File: src/rtl/scr_seq_ctrl.sv
// Clear/seed/train/data sequencer for the 33-bit side-stream scrambler (x^33 + x^13 + 1).
// Optional macro SCR_LOCKUP_RECOVER_EN: on all-zero lockup re-run clear/seed/train instead of idling.
module scr_seq_ctrl #(
  parameter logic [32:0] SEED_DEFAULT = 33'h0_0000_0001,
  parameter int unsigned TRAIN_SYMS   = 16
) (
  input  logic        clk,
  input  logic        rst,
  input  logic [32:0] cfg_seed,
  input  logic        cfg_seed_wr,
  input  logic        start,
  input  logic        stop,
  input  logic        sym_strobe,
  input  logic [32:0] scr_rand,
  output logic        scr_load,
  output logic        scr_valid,
  output logic [32:0] scr_seed,
  output logic [1:0]  phase,
  output logic        train_done,
  output logic        busy,
  output logic        lockup_err
);

  typedef enum logic [2:0] {
    ST_IDLE,
    ST_CLEAR,
    ST_SEED,
    ST_TRAIN,
    ST_DATA
  } state_t;

  localparam logic [15:0] TRAIN_LAST = 16'(TRAIN_SYMS);

  state_t      state;
  state_t      state_nxt;
  logic [32:0] seed_reg;
  logic [15:0] sym_cnt;
  logic        strobe_q;
  logic        active;
  logic        lockup;
  logic        train_last;

  assign active     = (state == ST_TRAIN) || (state == ST_DATA);
  // A gap cycle with a zero register means the LFSR is stuck and can never recover by shifting.
  assign lockup     = active && !strobe_q && (scr_rand == '0);
  assign train_last = strobe_q && (sym_cnt >= (TRAIN_LAST - 16'd1));

  always_comb begin
    state_nxt = state;
    if (stop) begin
      state_nxt = ST_IDLE;
    end else if (lockup) begin
`ifdef SCR_LOCKUP_RECOVER_EN
      state_nxt = ST_CLEAR;
`else
      state_nxt = ST_IDLE;
`endif
    end else begin
      case (state)
        ST_IDLE:  if (start) state_nxt = ST_CLEAR;
        ST_CLEAR: state_nxt = ST_SEED;
        ST_SEED:  state_nxt = ST_TRAIN;
        ST_TRAIN: if (train_last) state_nxt = ST_DATA;
        default:  state_nxt = state;
      endcase
    end
  end

  always_comb begin
    scr_load   = 1'b0;
    scr_valid  = 1'b0;
    scr_seed   = seed_reg;
    phase      = 2'd0;
    train_done = 1'b0;
    busy       = (state != ST_IDLE);
    case (state)
      ST_IDLE: begin
        scr_load = 1'b1;
      end
      ST_CLEAR: begin
        scr_load = 1'b1;
        phase    = 2'd1;
      end
      ST_SEED: begin
        phase = 2'd1;
      end
      ST_TRAIN: begin
        scr_valid = strobe_q;
        scr_seed  = scr_rand;
        phase     = 2'd2;
      end
      ST_DATA: begin
        scr_valid  = strobe_q;
        scr_seed   = scr_rand;
        phase      = 2'd3;
        train_done = 1'b1;
      end
      default: begin
        scr_load = 1'b1;
      end
    endcase
  end

  always_ff @(posedge clk or posedge rst) begin
    if (rst) begin
      state      <= ST_IDLE;
      seed_reg   <= SEED_DEFAULT;
      sym_cnt    <= '0;
      strobe_q   <= 1'b0;
      lockup_err <= 1'b0;
    end else begin
      state <= state_nxt;
      if (cfg_seed_wr) begin
        seed_reg <= (cfg_seed == '0) ? SEED_DEFAULT : cfg_seed;
      end
      // Strobes outside TRAIN/DATA are discarded rather than queued.
      strobe_q <= active && sym_strobe;
      if (state == ST_CLEAR) begin
        sym_cnt <= '0;
      end else if ((state == ST_TRAIN) && strobe_q && (sym_cnt != 16'hFFFF)) begin
        sym_cnt <= sym_cnt + 16'd1;
      end
      if (!stop) begin
        if (lockup) begin
          lockup_err <= 1'b1;
        end else if ((state == ST_IDLE) && start) begin
          lockup_err <= 1'b0;
        end
      end
    end
  end

endmodule
File: config.mk
export PLATFORM = sky130hd
export DESIGN_NAME = scr_seq_ctrl
export DESIGN_NICKNAME = d
export VERILOG_FILES = /design/src/rtl/scr_seq_ctrl.sv
export SDC_FILE = /design/constraint.sdc
export NUM_CORES = 1
export LEC_CHECK = 0
export BUFFER_PORTS_ARGS = -buffer_cell sky130_fd_sc_hd__buf_2
export CAP_MARGIN = 20
export CORE_UTILIZATION = 35
export DETAILED_ROUTE_END_ITERATION = 7
export PLACE_DENSITY = 0.65
export SLEW_MARGIN = 20
export SYNTH_ARGS = -nofsm -noshare
export SYNTH_HDL_FRONTEND = slang
export SYNTH_SLANG_ARGS = --single-unit
File: constraint.sdc
create_clock -name clk -period 5.6 [get_ports clk]
set_input_delay 1.12 -clock clk [delete_from_list [all_inputs] [get_ports clk]]
set_output_delay 1.12 -clock clk [all_outputs]
set_load 0.01 [all_outputs]
==> results of run 1 <==
cell usage after synthesis (all sizes together) (4+ instances only):
| cell type | number |
|---|---|
| nor4 | 21 |
| clkbuf | 6 |
| mux2i | 4 |
| mux2 | 65 |
| a31oi | 4 |
| nor2 | 11 |
| nand4 | 5 |
| nand3 | 6 |
| o21ai | 4 |
| or4 | 5 |
| or3 | 4 |
| nor3 | 5 |
| dfrtp | 53 |
| a21oi | 9 |
| o31ai | 6 |
| buf | 10 |
| inv | 6 |
| nand2 | 13 |
critical path, stage by stage, from the launching register on:
cell	delay, ns
dfrtp_1	0.52
nor3b_1	0.47
or2_2	0.78
mux2_2	0.42
buf_2	0.14
routing by layer:
| layer | global-route usage (%) | wire length (microns) | vias to the layer above | part of all wire (%) |
|---|---|---|---|---|
| li1 | - | - | 1236 | - |
| met2 | 29.6 | 3590 | 98 | 48 |
| met5 | 0 | 0 | - | 0 |
| met3 | 4.83 | 487 | 6 | 6.5 |
| met1 | 23.4 | 3350 | 1187 | 45 |
| met4 | 3.91 | 69 | 0 | 0.92 |
cell families after synthesis:
group | count (synthesis)
flops | 54
compound gates | 38
xor+xnor | 1
buf+inv | 22
mux | 69
simple gates | 83
fa+ha+maj | 1
metrics by stage:
step                hold WS [ns]  instance area, sq um
global placement           0.486                  3630
global route               0.535                  3720
finish                     0.514                  3720
detailed placement         0.492                  3630
CTS                        0.520                  3720
floorplan                  0.466                  3010
path summary, 6_finish.rpt:
| check | from | endpoint | slack (ns) | cells after the start |
|---|---|---|---|---|
| setup / recovery | state[1]$_DFFE_PP0P_ | scr_seed[19] | 1.84 | 4 |
| hold / removal | seed_reg[5]$_DFFE_PP0P_ | seed_reg[5]$_DFFE_PP0P_ | 0.51 | 1 |
| max in group asynchronous | rst | sym_cnt[2]$_DFFE_PP0P_ | 4.17 | 3 |
| min in group asynchronous | rst | seed_reg[3]$_DFFE_PP0P_ | 0.98 | 3 |
| setup reg to reg | state[1]$_DFFE_PP0P_ | sym_cnt[15]$_DFFE_PP0P_ | 3.48 | 4 |
| hold reg to reg | seed_reg[5]$_DFFE_PP0P_ | seed_reg[5]$_DFFE_PP0P_ | 0.51 | 1 |
layout make-up:
type / count / share of cell area, %
inverters: 6 / 0.606
multi-input cells: 192 / 41.7
flip-flops and latches: 54 / 36.4
repair buffers: 113 / 15.3
clock buffers: 6 / 1.95
well taps: 105 / 3.53
clock inverters: 2 / 0.471
power groups by stage:
stage | clock, mW | combinational, mW | sequential, mW
after floorplan | 0 | 0.104 | 0.431
after global placement | 0 | 0.170 | 0.440
after detailed placement | 0 | 0.172 | 0.440
after CTS | 0.234 | 0.173 | 0.433
after global routing | 0.248 | 0.186 | 0.437
final | 0.231 | 0.171 | 0.433
cells in the final DEF, fill, tap and decap left out, drive strengths merged, types with 4 or more instances in the layout:
cell	synthesis	routed
or3	4	4
o21ai	4	4
a31oi	4	4
nor3	5	5
a21oi	9	9
dfrtp	53	53
mux2i	4	4
nand2	13	13
o31ai	6	6
nor2	11	11
nand3	6	6
buf	10	113
or4	5	5
clkbuf	6	6
nand4	5	5
inv	6	8
mux2	65	65
nor4	21	21
==> impl_results.md, run 1 <==
* Largest net degree at the start of global routing at 55
* Max cap viols at 0
* Via count at 2,527
* WL/cell at 15.7 microns
* GR Overflow Total at 0
* Worst slew pin tran at 0.931 ns
* Worst slack, placed at 2.20 ns
* NumNets Final at 445
* Worst skew pair latency at 0.32 ns
* Hold/Removal Path Class: flop to flop
* Clock-pin slew on the worst setup and hold paths at 0.10 ns
* Vias in the first global route at 2,510
* Simple-gate share of the synthesized area at 16.3%
* Pleak at 1.67 nW
* Power Dens Cells at 224 nW/um^2
* Final Cycle Share at 67.2%
* Post-Synth XOR/XNOR Area at 0.291%
* RSZ-0062 raised after global routing: no
* Compound-Gate Fraction of Synth Area at 8.80%
* Placer Congestion at 0.829
* Max FO, Critical Path at 36
* Mapped Nets at 341
* Final worst slack at 1.84 ns
* Seq pwr share at 51.9%
* Share of cells above drive strength 1 at 51.7%
* Pre-antenna DRT Iters at 4
* Post-cts repair resize count at 0
* Netlist cell types at 44
* Port Buffers at 111
* CTS Buffer Depth at 2
* Psw at 0.236 mW
* Sequential area share after synthesis at 44.9%
* Row cnt at 33
* Maximum vdd ir drop at 0.125 mV
* DP HPWL at 5.71 mm
* Post-synth top flop: dfrtp_1
* N_diodes at 0
* Post-synth EDFFs at 0
* Vias per cell at 5.29
* Root Buffer: clkbuf_8
* H-tree Lvls at 2
* Cell taking the most area after synthesis: dfrtp_1
* Number of remaining DRC errors at 0
* Fraction of synthesized area in multiplexers at 25.6%
* Detail Route Antenna Nets at 0
* Initial Util at 36.5%
* Initial antenna violation count at 0
* Largest register FFs at 33
* Sw Share at 28.3%
* Dpl cells at 470
* Fill count at 801
* Sequential Area at 1350 sq um
* Core Region at 8260 sq um
* Top cell type's share of synthesized area at 44.0%
* Power, Total at 0.834 mW
* Synthesis-to-layout area growth at 23.3%
* Final wirelength at 7.49 mm
* Minimum clock period at 3.76 ns
* Multi-input logic area at 1550 sq um
* Mapped Area at 3010 sq um
* Synth Area in Adders at 0.415%
* Int Pwr at 0.598 mW
* DIE WIDTH at 94.8 microns
* DRT iter0 DRCs at 139
* Synth Register Bits at 54
* Worst setup path class: flop to output port
* TNS Setup at 0 ns
* Layout Cells excl Fill at 478
* # hold bufs at CTS at 0
* Post-layout util at 45.0%
* Critical Path RT at 4.48 ns
* Max Slew Vio Count at 0
* Clk pwr share at 27.6%
* Endpoints failing setup at 0
* Die Y at 94.8 microns
* Max_slew headroom at 37.4%
* Clock sink total at 54
* Status: finished clean
* Setup crit start kind: flop
* CTS tree: built
* GRT Overall Usage at 17.9%
* Asr flop ratio synth at 100%
* Fmax at 0.266 GHz
* Die area at 8990 sq um
* Post-CTS setup buffers at 0
* Synth Area per Inst at 11.2 sq um
* I/O pins at 112
* Final hold vios at 0
* Largest family of logic cells by synthesized area: multiplexers
* CP Capture Type: output port
* Synth warn at 0
* Comb power frac at 20.4%
* CP arrival at 2.64 ns
* Global-route wire length before repair at 12.4 mm
* Num CTS Buffers at 5
* Synth top area cells: dfrtp_1 (44%), mux2_2 (24%), nor4_1 (4.2%)
* Cells after Synth at 268
* Skew final at 0.0147 ns
(Power assumes the default switching activity.)
==> run 2: changes to the inputs <==
--- a/config.mk
+++ b/config.mk
@@ -9,7 +9,7 @@
 export CAP_MARGIN = 20
 export CORE_UTILIZATION = 35
 export DETAILED_ROUTE_END_ITERATION = 7
-export PLACE_DENSITY = 0.65
+export PLACE_DENSITY = 0.67
 export SLEW_MARGIN = 20
 export SYNTH_ARGS = -nofsm -noshare
 export SYNTH_HDL_FRONTEND = slang
==> constraint.sdc (replaced) <==
create_clock -name clk -period 3.2 [get_ports clk]
set_input_delay 0.64 -clock clk [delete_from_list [all_inputs] [get_ports clk]]
set_output_delay 0.64 -clock clk [all_outputs]
set_load 0.01 [all_outputs]
==> impl_results.md, run 2 (synthesis results as in run 1) <==
* Status: finished clean
* Worst slew pin tran at 0.987 ns (+0.0560 ns)
* Most frequent cells in the layout: buf_2 (111), mux2_2 (65), dfrtp_1 (53)
* Sequential Area at 1350 sq um (unchanged)
* Largest register FFs at 33 (unchanged)
* WL/cell at 15.7 microns (about the same)
* Vias per cell at 5.45 (+3.2%)
* R2R cell count at 4 (unchanged)
* Max cap viols at 0 (unchanged)
* # hold bufs at CTS at 0 (unchanged)
* CP Capture Type: output port
* Met2 Use GR at 30.5% (+0.90 points)
* Maximum vdd ir drop at 0.184 mV (+47%)
* GR Util met3 at 3.86% (-0.97 points)
* Crit path cell chain: and3b_1, or2_4, mux2_2, buf_2
* Core Region at 8260 sq um (unchanged)
* Row cnt at 33 (unchanged)
* Multi-input logic area at 1550 sq um (+0.16%)
* Skew final at 0.0124 ns (-0.00230 ns)
* Largest net degree at the start of global routing at 37 (-33%)
* Worst setup path class: flop to output port
* Vias in the first global route at 2,492 (-0.72%)
* Critical Path RT at 2.56 ns (-1.92 ns)
* Hold slack at 0.354 ns (-0.160 ns)
* Detail Route Antenna Nets at 0 (unchanged)
* Setup crit start kind: flop
* Hold/Removal Path Class: input pin to asynchronous set/reset pin
* Pleak at 1.68 nW (+1.0%)
* H-tree Lvls at 2 (unchanged)
* RSZ-0062 raised after global routing: no
* DP HPWL at 5.85 mm (+2.5%)
* Initial Util at 36.5% (unchanged)
* Synthesis-to-layout area growth at 24.3%
* R2r endpoint: sym_cnt[15]$_DFFE_PP0P_
* N_diodes at 0 (unchanged)
* Final Cycle Share at 88.9%
* Busiest layer in global routing: met2
* Power, Total at 1.49 mW (+79%)
* DIE WIDTH at 94.8 microns (unchanged)
* Power Dens Cells at 398 nW/um^2 (+77%)
* Placer Congestion at 0.850 (+2.4%)
* Crit-path leading delay family: simple AND/OR/NAND/NOR gates
* Minimum clock period at 2.85 ns
* Via count at 2,618 (+3.6%)
* GRT Overall Usage at 17.6% (-0.25 points)
* Root Buffer: clkbuf_8
* Die area at 8990 sq um (unchanged)
* CP arrival at 2.21 ns (-0.43 ns)
* Worst skew pair latency at 0.32 ns (about the same)
* Port Buffers at 111 (unchanged)
* Max FO, Critical Path at 36 (unchanged)
* RR Startpoint: sym_cnt[6]$_DFFE_PP0P_
* Final hold vios at 0 (unchanged)
* Fill count at 780 (-2.6%)
* Post-CTS setup buffers at 0 (unchanged)
* NumNets Final at 447 (+0.45%)
* Number of remaining DRC errors at 0 (unchanged)
* Share of cells above drive strength 1 at 52.3% (+0.52 points)
* Global-route wire length before repair at 12.2 mm (-1.6%)
* Final wirelength at 7.53 mm (+0.45%)
* Clock-pin slew on the worst setup and hold paths at 0.11 ns (about the same)
* GR Overflow Total at 0 (unchanged)
* Die Y at 94.8 microns (unchanged)
* CTS tree: built
* Worst Path Buf+Inv at 1 (unchanged)
* Commonest non-fill, non-tap cell in the layout: buf_2
* Max_slew headroom at 33.6% (-3.8 points)
* GRT met1 Usage at 22.3% (-1.1 points)
* Initial antenna violation count at 0 (unchanged)
* DRT iter0 DRCs at 201 (+45%)
* Post-cts repair resize count at 0 (unchanged)
* Clock sink total at 54 (unchanged)
* CTS Buffer Depth at 2 (unchanged)
* Max Slew Vio Count at 0 (unchanged)
* R2R Setup Slk at 1.05 ns (-2.43 ns)
* Num CTS Buffers at 5 (unchanged)
* Pre-antenna DRT Iters at 4 (unchanged)
* I/O pins at 112 (unchanged)
* TNS Setup at 0 ns (unchanged)
* Crit-path max cell delay at 0.57 ns (-0.21 ns)
* Crit-path slowest cell: dfrtp_1
* Endpoints failing setup at 0 (unchanged)
* Fmax at 0.351 GHz
[run 2: through the flow]
| stage | util [%] | setup slack [ns] | std cells | cell area (sq um) |
|---|---|---|---|---|
| CTS | 45.3 | 0.102 | 480 | 3740 |
| floorplan | - | 0.592 | 268 | 3010 |
| global placement | 44.1 | 0.531 | 472 | 3640 |
| detailed placement | 44.1 | 0.460 | 472 | 3640 |
| global route | 45.4 | 0.169 | 480 | 3750 |
| finish | 45.4 | 0.354 | 480 | 3750 |
[run 2: how the worst max path moves through the flow]
stage | from | to | cells past startpoint
after floorplan | state[1]$_DFFE_PP0P_ | scr_seed[25] | 6
after global placement | state[1]$_DFFE_PP0P_ | scr_seed[32] | 4
after detailed placement | state[1]$_DFFE_PP0P_ | scr_seed[32] | 4
after CTS | state[1]$_DFFE_PP0P_ | scr_seed[32] | 4
after global routing | state[1]$_DFFE_PP0P_ | scr_seed[32] | 4
final | state[1]$_DFFE_PP0P_ | scr_seed[32] | 4
[run 2: layout make-up]
cell class | count | share of cell area [%]
clock buffers | 6 | 2.20
multi-input cells | 192 | 41.4
clock inverters | 2 | 0.534
flip-flops and latches | 54 | 36.1
inverters | 6 | 0.601
repair buffers | 115 | 15.6
well taps | 105 | 3.51
[run 2: routing by layer]
| layer | vias up | wire [microns] |
|---|---|---|
| li1 | 1247 | - |
| met1 | 1274 | 3250 |
| met2 | 91 | 3760 |
| met3 | 6 | 436 |
| met4 | 0 | 78 |
| met5 | - | 0 |
[run 2: power by group]
part | leakage (nW) | total (mW) | switching (mW) | internal, mW
clock network | 0.0537 | 0.432 | 0.248 | 0.185
registers | 0.676 | 0.758 | 0.0308 | 0.727
logic | 0.952 | 0.299 | 0.140 | 0.159
total | 1.68 | 1.49 | 0.419 | 1.07
